<file path="config.mk">
export PLATFORM = sky130hd
export DESIGN_NAME = div_seq_flat
export DESIGN_NICKNAME = d
export VERILOG_FILES = /design/src/rtl/div_seq_if.sv /design/src/rtl/div_seq.sv /design/src/flat_wrapper.sv
export SDC_FILE = /design/constraint.sdc
export NUM_CORES = 1
export LEC_CHECK = 0
export CAP_MARGIN = 40
export CORE_MARGIN = 2
export CORE_UTILIZATION = 42
export DETAILED_ROUTE_END_ITERATION = 10
export GPL_ROUTABILITY_DRIVEN = 0
export PLACE_DENSITY = 0.69
export SYNTH_ARGS = -nofsm -noshare
export SYNTH_HDL_FRONTEND = slang
export SYNTH_SLANG_ARGS = --single-unit
export TNS_END_PERCENT = 20
</file>
<file path="constraint.sdc">
create_clock -name clk -period 4.1 [get_ports clk]
set_input_delay 1.23 -clock clk [delete_from_list [all_inputs] [get_ports clk]]
set_output_delay 1.23 -clock clk [all_outputs]
set_load 0.02 [all_outputs]
</file>
<file path="src/rtl/div_seq_if.sv">
// Request/response bundle between the execute stage and the sequential divider.
interface div_seq_if #(
    parameter int WIDTH = 32
);
    logic [WIDTH-1:0]   a;
    logic [WIDTH-1:0]   b;
    logic               sign;
    logic               opn_valid;
    logic               res_ready;
    logic               res_valid;
    logic [2*WIDTH-1:0] result;

    // Requester side: drives operands and handshake, receives the result.
    modport master (
        output a, b, sign, opn_valid, res_ready,
        input  res_valid, result
    );

    // Divider side.
    modport slave (
        input  a, b, sign, opn_valid, res_ready,
        output res_valid, result
    );
endinterface

</file>
<file path="src/rtl/div_seq.sv">
// Sequential radix-2 restoring divider with MIPS DIV/DIVU semantics.
// Works on operand magnitudes, fixes signs in a final cycle and returns
// {remainder, quotient} through a registered one-cycle res_valid pulse.
module div_seq #(
    parameter int WIDTH = 32
) (
    input  logic     clk,
    input  logic     rst,
    div_seq_if.slave bus
);
    localparam int            CW       = $clog2(WIDTH);
    localparam logic [CW-1:0] CNT_LAST = CW'(WIDTH - 1);

    typedef enum logic [1:0] {
        ST_IDLE = 2'd0,
        ST_BUSY = 2'd1,
        ST_SIGN = 2'd2,
        ST_DONE = 2'd3
    } state_t;

    // Two's-complement negate when en is set; the magnitude of the most
    // negative value stays 2^(WIDTH-1), which is exact as an unsigned value.
    function automatic logic [WIDTH-1:0] neg_if(input logic [WIDTH-1:0] v, input logic en);
        logic [WIDTH-1:0] r;
        if (en) begin
            r = ~v + WIDTH'(1);
        end else begin
            r = v;
        end
        return r;
    endfunction

    state_t             state_q, state_d;
    logic [CW-1:0]      cnt_q, cnt_d;
    logic               sign_q, sign_d;
    logic               neg_a_q, neg_a_d;
    logic               neg_b_q, neg_b_d;
    logic [WIDTH-1:0]   dvd_q, dvd_d;    // dividend shifting out, quotient shifting in
    logic [WIDTH-1:0]   dvs_q, dvs_d;    // divisor magnitude
    logic [WIDTH-1:0]   rem_q, rem_d;    // partial remainder
    logic               res_valid_q, res_valid_d;
    logic [2*WIDTH-1:0] result_q, result_d;

    logic [WIDTH:0]     shifted_s;
    logic [WIDTH:0]     sub_s;
    logic               ge_s;
    logic [WIDTH-1:0]   step_rem_s;
    logic [WIDTH-1:0]   step_dvd_s;
    logic               unused_ok_s;

    // res_ready is informational; the top subtract bit is always zero when taken.
    assign unused_ok_s = bus.res_ready ^ sub_s[WIDTH];

    assign bus.res_valid = res_valid_q;
    assign bus.result    = result_q;

    // One restoring step: shift {rem, dvd} left, trial-subtract the divisor
    // on WIDTH+1 bits so a 2^(WIDTH-1) magnitude never overflows.
    always_comb begin
        shifted_s  = {rem_q, dvd_q[WIDTH-1]};
        sub_s      = shifted_s - {1'b0, dvs_q};
        ge_s       = (shifted_s >= {1'b0, dvs_q});
        step_dvd_s = {dvd_q[WIDTH-2:0], ge_s};
        if (ge_s) begin
            step_rem_s = sub_s[WIDTH-1:0];
        end else begin
            step_rem_s = shifted_s[WIDTH-1:0];
        end
    end

    // Next-state and datapath control for the IDLE/BUSY/SIGN/DONE sequence.
    always_comb begin
        state_d     = state_q;
        cnt_d       = cnt_q;
        sign_d      = sign_q;
        neg_a_d     = neg_a_q;
        neg_b_d     = neg_b_q;
        dvd_d       = dvd_q;
        dvs_d       = dvs_q;
        rem_d       = rem_q;
        res_valid_d = 1'b0;
        result_d    = result_q;
        case (state_q)
            ST_IDLE: begin
                if (bus.opn_valid) begin
                    sign_d  = bus.sign;
                    neg_a_d = bus.sign & bus.a[WIDTH-1];
                    neg_b_d = bus.sign & bus.b[WIDTH-1];
                    dvd_d   = neg_if(bus.a, bus.sign & bus.a[WIDTH-1]);
                    dvs_d   = neg_if(bus.b, bus.sign & bus.b[WIDTH-1]);
                    rem_d   = '0;
                    cnt_d   = '0;
                    state_d = ST_BUSY;
                end else begin
                    state_d = ST_IDLE;
                end
            end
            ST_BUSY: begin
                if (!bus.opn_valid) begin
                    state_d = ST_IDLE;
                end else begin
                    rem_d = step_rem_s;
                    dvd_d = step_dvd_s;
                    cnt_d = cnt_q + CW'(1);
                    if (cnt_q == CNT_LAST) begin
                        state_d = ST_SIGN;
                    end else begin
                        state_d = ST_BUSY;
                    end
                end
            end
            ST_SIGN: begin
                if (!bus.opn_valid) begin
                    state_d = ST_IDLE;
                end else begin
                    result_d    = {neg_if(rem_q, sign_q & neg_a_q),
                                   neg_if(dvd_q, sign_q & (neg_a_q ^ neg_b_q))};
                    res_valid_d = 1'b1;
                    state_d     = ST_DONE;
                end
            end
            ST_DONE: begin
                state_d = ST_IDLE;
            end
            default: begin
                state_d = ST_IDLE;
            end
        endcase
    end

    // State, datapath and registered outputs; reset discards any operation.
    always_ff @(posedge clk or negedge rst) begin
        if (!rst) begin
            state_q     <= ST_IDLE;
            cnt_q       <= '0;
            sign_q      <= 1'b0;
            neg_a_q     <= 1'b0;
            neg_b_q     <= 1'b0;
            dvd_q       <= '0;
            dvs_q       <= '0;
            rem_q       <= '0;
            res_valid_q <= 1'b0;
            result_q    <= '0;
        end else begin
            state_q     <= state_d;
            cnt_q       <= cnt_d;
            sign_q      <= sign_d;
            neg_a_q     <= neg_a_d;
            neg_b_q     <= neg_b_d;
            dvd_q       <= dvd_d;
            dvs_q       <= dvs_d;
            rem_q       <= rem_d;
            res_valid_q <= res_valid_d;
            result_q    <= result_d;
        end
    end
endmodule

</file>
<file path="src/flat_wrapper.sv">
// flat-port wrapper written by rule: the top's interface ports become plain ports
module div_seq_flat 
#(
    parameter int WIDTH = 32
)
  (clk, rst, bus_a, bus_b, bus_sign, bus_opn_valid, bus_res_ready, bus_res_valid, bus_result);
  div_seq_if #(.WIDTH(WIDTH)) bus_i ();
  input  logic clk;
  input  logic rst;
  input wire logic [$bits(bus_i.a)-1:0] bus_a;
  input wire logic [$bits(bus_i.b)-1:0] bus_b;
  input wire logic [$bits(bus_i.sign)-1:0] bus_sign;
  input wire logic [$bits(bus_i.opn_valid)-1:0] bus_opn_valid;
  input wire logic [$bits(bus_i.res_ready)-1:0] bus_res_ready;
  output wire logic [$bits(bus_i.res_valid)-1:0] bus_res_valid;
  output wire logic [$bits(bus_i.result)-1:0] bus_result;
  assign bus_i.a = bus_a;
  assign bus_i.b = bus_b;
  assign bus_i.sign = bus_sign;
  assign bus_i.opn_valid = bus_opn_valid;
  assign bus_i.res_ready = bus_res_ready;
  assign bus_res_valid = bus_i.res_valid;
  assign bus_result = bus_i.result;
  div_seq #(.WIDTH(WIDTH)) u_core (.clk(clk), .rst(rst), .bus(bus_i));
endmodule
</file>
Yosys cells after proc, flatten, opt, wreduce, memory -nomap -nowiden
Cells that the tools add are included.
{ "classes": {"n_eq_ne": 6, "reduce_logical": 5, "mux": 21, "n_addsub": 6, "bitwise": 9, "n_lt_le_gt_ge": 1} }
{ "ops": {"columns": ["cell", "n"], "rows": [
  ["$mux W32", 9],
  ["$add A32 B1 Y32 const B", 4],
  ["$not A32 Y32", 4],
  ["$pmux W32 S2", 2],
  ["$ge A33 B32 Y1", 1],
  ["$sub A32 B32 Y32", 1],
  ["$mux W5", 2],
  ["$pmux W5 S2", 1],
  ["$pmux W2 S4", 1],
  ["$mux W2", 3],
  ["$add A5 B1 Y5 const B", 1],
  ["$eq A5 B5 Y1 const B", 1],
  ["$and A1 B1 Y1", 4],
  ["$eq A2 B2 Y1 const B", 2],
  ["$ne A2 B2 Y1 const B", 2],
  ["$reduce_and A2 Y1", 2],
  ["$mux W1", 3],
  ["$reduce_and A3 Y1", 1],
  ["$eq A2 B1 Y1 const B", 1],
  ["$logic_not A2 Y1", 1],
  ["$reduce_bool A2 Y1", 1],
  ["$xor A1 B1 Y1", 1]
]} }
{ "word_totals": {"register_bits": 171, "input_bits": 69, "wordCells": 58} }

Longest topological paths before layout
{ "depth": {"ltp_word": 5, "depth_mapped": 14, "ltp_nobuf": 13} }

Worst setup path before layout
OpenSTA, ideal clock, no wires.
{ "synth_path": {"path_type": "input to register", "from": "input port bus_b[8]", "to": "register u_core.dvs_q[29]", "arrival_ns": 3.243, "setup_ns": 0.133, "path_stages": 9, "path_slack_ns": 0.723, "path_cell_list": "or4_1 nor4_2 nand2_1 nor2_1 nand2_1 or3_1 o41ai_1 xor2_1 o21ai_0"} }
{ "synth_between": {"elab_chain_len": 3} }
{ "synth_rtl": {"columns": ["element", "line_no", "source"], "rows": [
  ["start, declared", "flat_wrapper.sv:11", "input wire logic [$bits(bus_i.b)-1:0] bus_b;"],
  ["$not A32 Y32", "div_seq.sv:26", "r = ~v + WIDTH'(1);"],
  ["$add A32 B1 Y32", "div_seq.sv:26", null],
  ["$mux W32", "div_seq.sv:25", "if (en) begin"],
  ["end signal, assigned", "div_seq.sv:151", "dvs_q <= dvs_d;"],
  ["end, declared", "div_seq.sv:39", "logic [WIDTH-1:0] dvs_q, dvs_d;"]
]} }
No other way between the ends.
A chain may end at the register's enable or synchronous reset.

Worst setup path in the final report
Ends and elaborated chain as after synthesis.

==> impl_metrics.json <==
{
  "status": "finished, final reports clean",
  "htree_levels": 4,
  "clk_latency_ns": 0.44,
  "area.growth.synth_to_final_pct": 20.4,
  "syn_area_per_cell_sq_um": 8.11,
  "post_cts_buffers": 0,
  "gr-total-overflow": 0,
  "fin_ws_ns": 0.544,
  "crit_start": "bus_b[8]",
  "io_pins": 134,
  "cts_buffers": 17,
  "rrSetupSlack_ns": 0.68,
  "dieWidth_um": 167,
  "holdWs_ns": 0.480,
  "slowest_delay_ns": 0.61,
  "ant_nets": 0,
  "ys_ff_latch": 171,
  "p_leak_uw": 0.00575,
  "dr.pass1.iters": 5,
  "crit_chain": "clkdlybuf4s50_1 -> or4_1 -> nor4_2 -> nand2_1 -> nor2_1 -> nand2_1 -> or3_1 -> o41ai_1 -> xor2_1 -> o21ai_0",
  "crit_arrival_ns": 3.87,
  "io_buffers": 132,
  "crit_path_max_fanout": 4,
  "multi_input_area_sq_um": 6410,
  "p_per_area_nw_per_um2": 559,
  "rsz0062_at_grt": "false",
  "final_nets": 1585,
  "grt_max_degree": 88,
  "dpl.hpwl_um": 21700,
  "clk_pin_slew_ns": 0.07,
  "synth_cells": 1377,
  "ys_seq_area_share_pct": 38.3,
  "cts.sinks": 171,
  "setup_violations": 0,
  "drc": 0,
  "crit_buf_inv": 1,
  "hold_path_class": "reg -> reg",
  "timing.final.crit_share_pct": 86.7,
  "drv_cap": 0,
  "hold_depth": 2,
  "wl_per_cell_um": 15.7,
  "cts_hold_buf": 0,
  "synth_edf_count": 0,
  "hold_path.startpoint": "u_core.bus.result[61]$_DFFE_PN0P_",
  "path_delay_family": "simple AND/OR/NAND/NOR gates",
  "r2r-start": "u_core.rem_q[3]$_DFFE_PN0P_",
  "worstSetupEndpointType": "register",
  "startpoint_type": "input port",
  "drive_gt1_share_pct": 5.10,
  "critPathRequiredTime_ns": 4.41,
  "synth_largest_area_cell": "dfrtp_1",
  "async_flop_share_pct": 100,
  "worst_r2r_endpoint": "u_core.rem_q[24]$_DFFE_PN0P_",
  "worst-setup-path-type": "in -> reg",
  "crit_top_cell": "nand2_1",
  "ys.flop_type": "dfrtp_1",
  "clock-skew-final_ns": 0.0107,
  "dp_slack_ns": 0.0406,
  "final_hold_viol_count": 0,
  "worst_slew_pin_slew_ns": 0.853,
  "cts_root_buf": "clkbuf_16",
  "wl_um": 28600,
  "seq_area_sq_um": 4280,
  "final.fill_count": 2429,
  "drt_iter0_drc": 650,
  "ys_types": 64,
  "grtUsageTotal_pct": 20.5,
  "grt_pass1_vias": 9000,
  "tns_ns": 0,
  "synth_top_area_share_pct": 38.3,
  "synth.area.top_cells": "dfrtp_1 (38%), o21ai_0 (9.6%), nand2_1 (7.6%)",
  "start_util_pct": 42.8,
  "syn-num-nets": 1485,
  "max_slew_margin_pct": 43.2,
  "min_period_ns": 3.56,
  "ir_drop_mv": 0.355,
  "crit_slowest_cell": "or4_1",
  "die_y_um": 167,
  "diodes": 0,
  "min_to": "u_core.bus.result[61]$_DFFE_PN0P_",
  "grt_pass1_wl_um": 47000,
  "core_region_area_sq_um": 26100,
  "synth_warnings": 0,
  "std_cell_rows": 59,
  "vias": 9862,
  "viasPerCell": 5.40,
  "dieArea_sq_um": 27900,
  "grt_antenna_before_repair": 1,
  "cts_resized": 0,
  "totalPowerFinal_uw": 7510,
  "reg2regPathDepth": 11,
  "slew_viol_final": 0,
  "synth_area_sq_um": 11200,
  "max_freq_ghz": 0.281,
  "cts_buffer_depth": 2,
  "cts_tree": "done"
}
-- power breakdown --
part	switching, uW	internal, uW	leakage (uW)
registers	446	1930	0.00226
clock network	785	876	0.000290
logic	2000	1480	0.00320
-- synth_stat cells, types with 18 or more instances --
master and instances:
nand2_1 226, o21ai_0 214, dfrtp_1 171, a21oi_1 113, nor2_1 97, xnor2_1 75
xor2_1 65, clkbuf_1 64, inv_1 54, ha_1 38, mux2i_1 20, nand3_1 18
-- layer usage --
layer  part of all wire (%)  vias up  global-route usage, %
li1                       -     4993                      -
met1                     52     4573                   32.0
met2                     41      275                   29.7
met3                    5.8       19                   3.78
met4                   0.92        2                   4.05
met5                  0.045        -                      0
-- cell type report --
type / instances / share of cell area, %
tap: 335 / 3.12
clock inverter: 15 / 1.32
timing repair buffer: 154 / 11.3
multi-input combinational: 1078 / 47.7
inverter: 55 / 1.54
sequential: 171 / 31.8
clock buffer: 17 / 3.16
-- metrics by stage --
step | utilization, % | cells | area (sq um)
finish | 51.6 | 1825 | 13400
CTS | 51.6 | 1825 | 13400
global placement | 49.3 | 1793 | 12800
detailed placement | 49.3 | 1793 | 12800
floorplan | - | 1377 | 11200
global route | 51.6 | 1825 | 13400
-- registers in the layout, indices dropped and copies added, names as in the netlist --
register	cells
u_core.bus.res_valid	1
u_core.bus.result	64
u_core.cnt_q	5
u_core.dvd_q	32
u_core.dvs_q	32
u_core.neg_a_q	1
u_core.neg_b_q	1
u_core.rem_q	32
u_core.sign_q	1
u_core.state_q	2
-- kinds of logic (layout without fill, tap and decap cells) --
logic type | Yosys count | after routing | synth area share (%)
adders and majority gates | 39 | 39 | 4.44
muxes | 21 | 21 | 1.89
buffers and inverters | 128 | 241 | 4.41
AOI/OAI and AO/OA | 427 | 427 | 21.5
and+or+nand+nor | 451 | 451 | 18.4
xor gates and xnor gates | 140 | 140 | 11.0
DFF | 171 | 171 | 38.3
-- cell usage in the layout, fill, tap and decap left out, types with 10 or more instances in the layout --
cell	count
inv_1	54
and3_1	13
mux2i_1	20
nand3_1	17
a21o_1	13
nand2_1	225
o31ai_1	17
nor2_1	97
a21oi_1	113
buf_4	19
xor2_1	65
clkdlybuf4s50_1	131
ha_1	38
or4_1	10
nor3_1	15
o21ai_0	214
xnor2_1	75
dfrtp_1	171
clkbuf_16	17
nor4_1	17
or3_1	13
-- worst min-delay path, stage by stage (launching register included) --
cell     delay [ns]
dfrtp_1        0.34
nand2_1        0.05
o21ai_0        0.06
-- worst max-delay path by stage --
stage / cells past startpoint / slack (ns) / to
5_1_grt: 10 / 0.30 / u_core.dvs_q[29]$_DFFE_PN0P_
2_1_floorplan: 9 / 0.72 / u_core.dvs_q[29]$_DFFE_PN0P_
3_3_place_gp: 10 / 0.09 / u_core.dvs_q[29]$_DFFE_PN0P_
4_1_cts: 10 / 0.49 / u_core.dvs_q[29]$_DFFE_PN0P_
6_report: 10 / 0.54 / u_core.dvs_q[29]$_DFFE_PN0P_
3_5_place_dp: 10 / 0.04 / u_core.dvs_q[29]$_DFFE_PN0P_
Note: power is estimated with default switching activity, not from simulation.
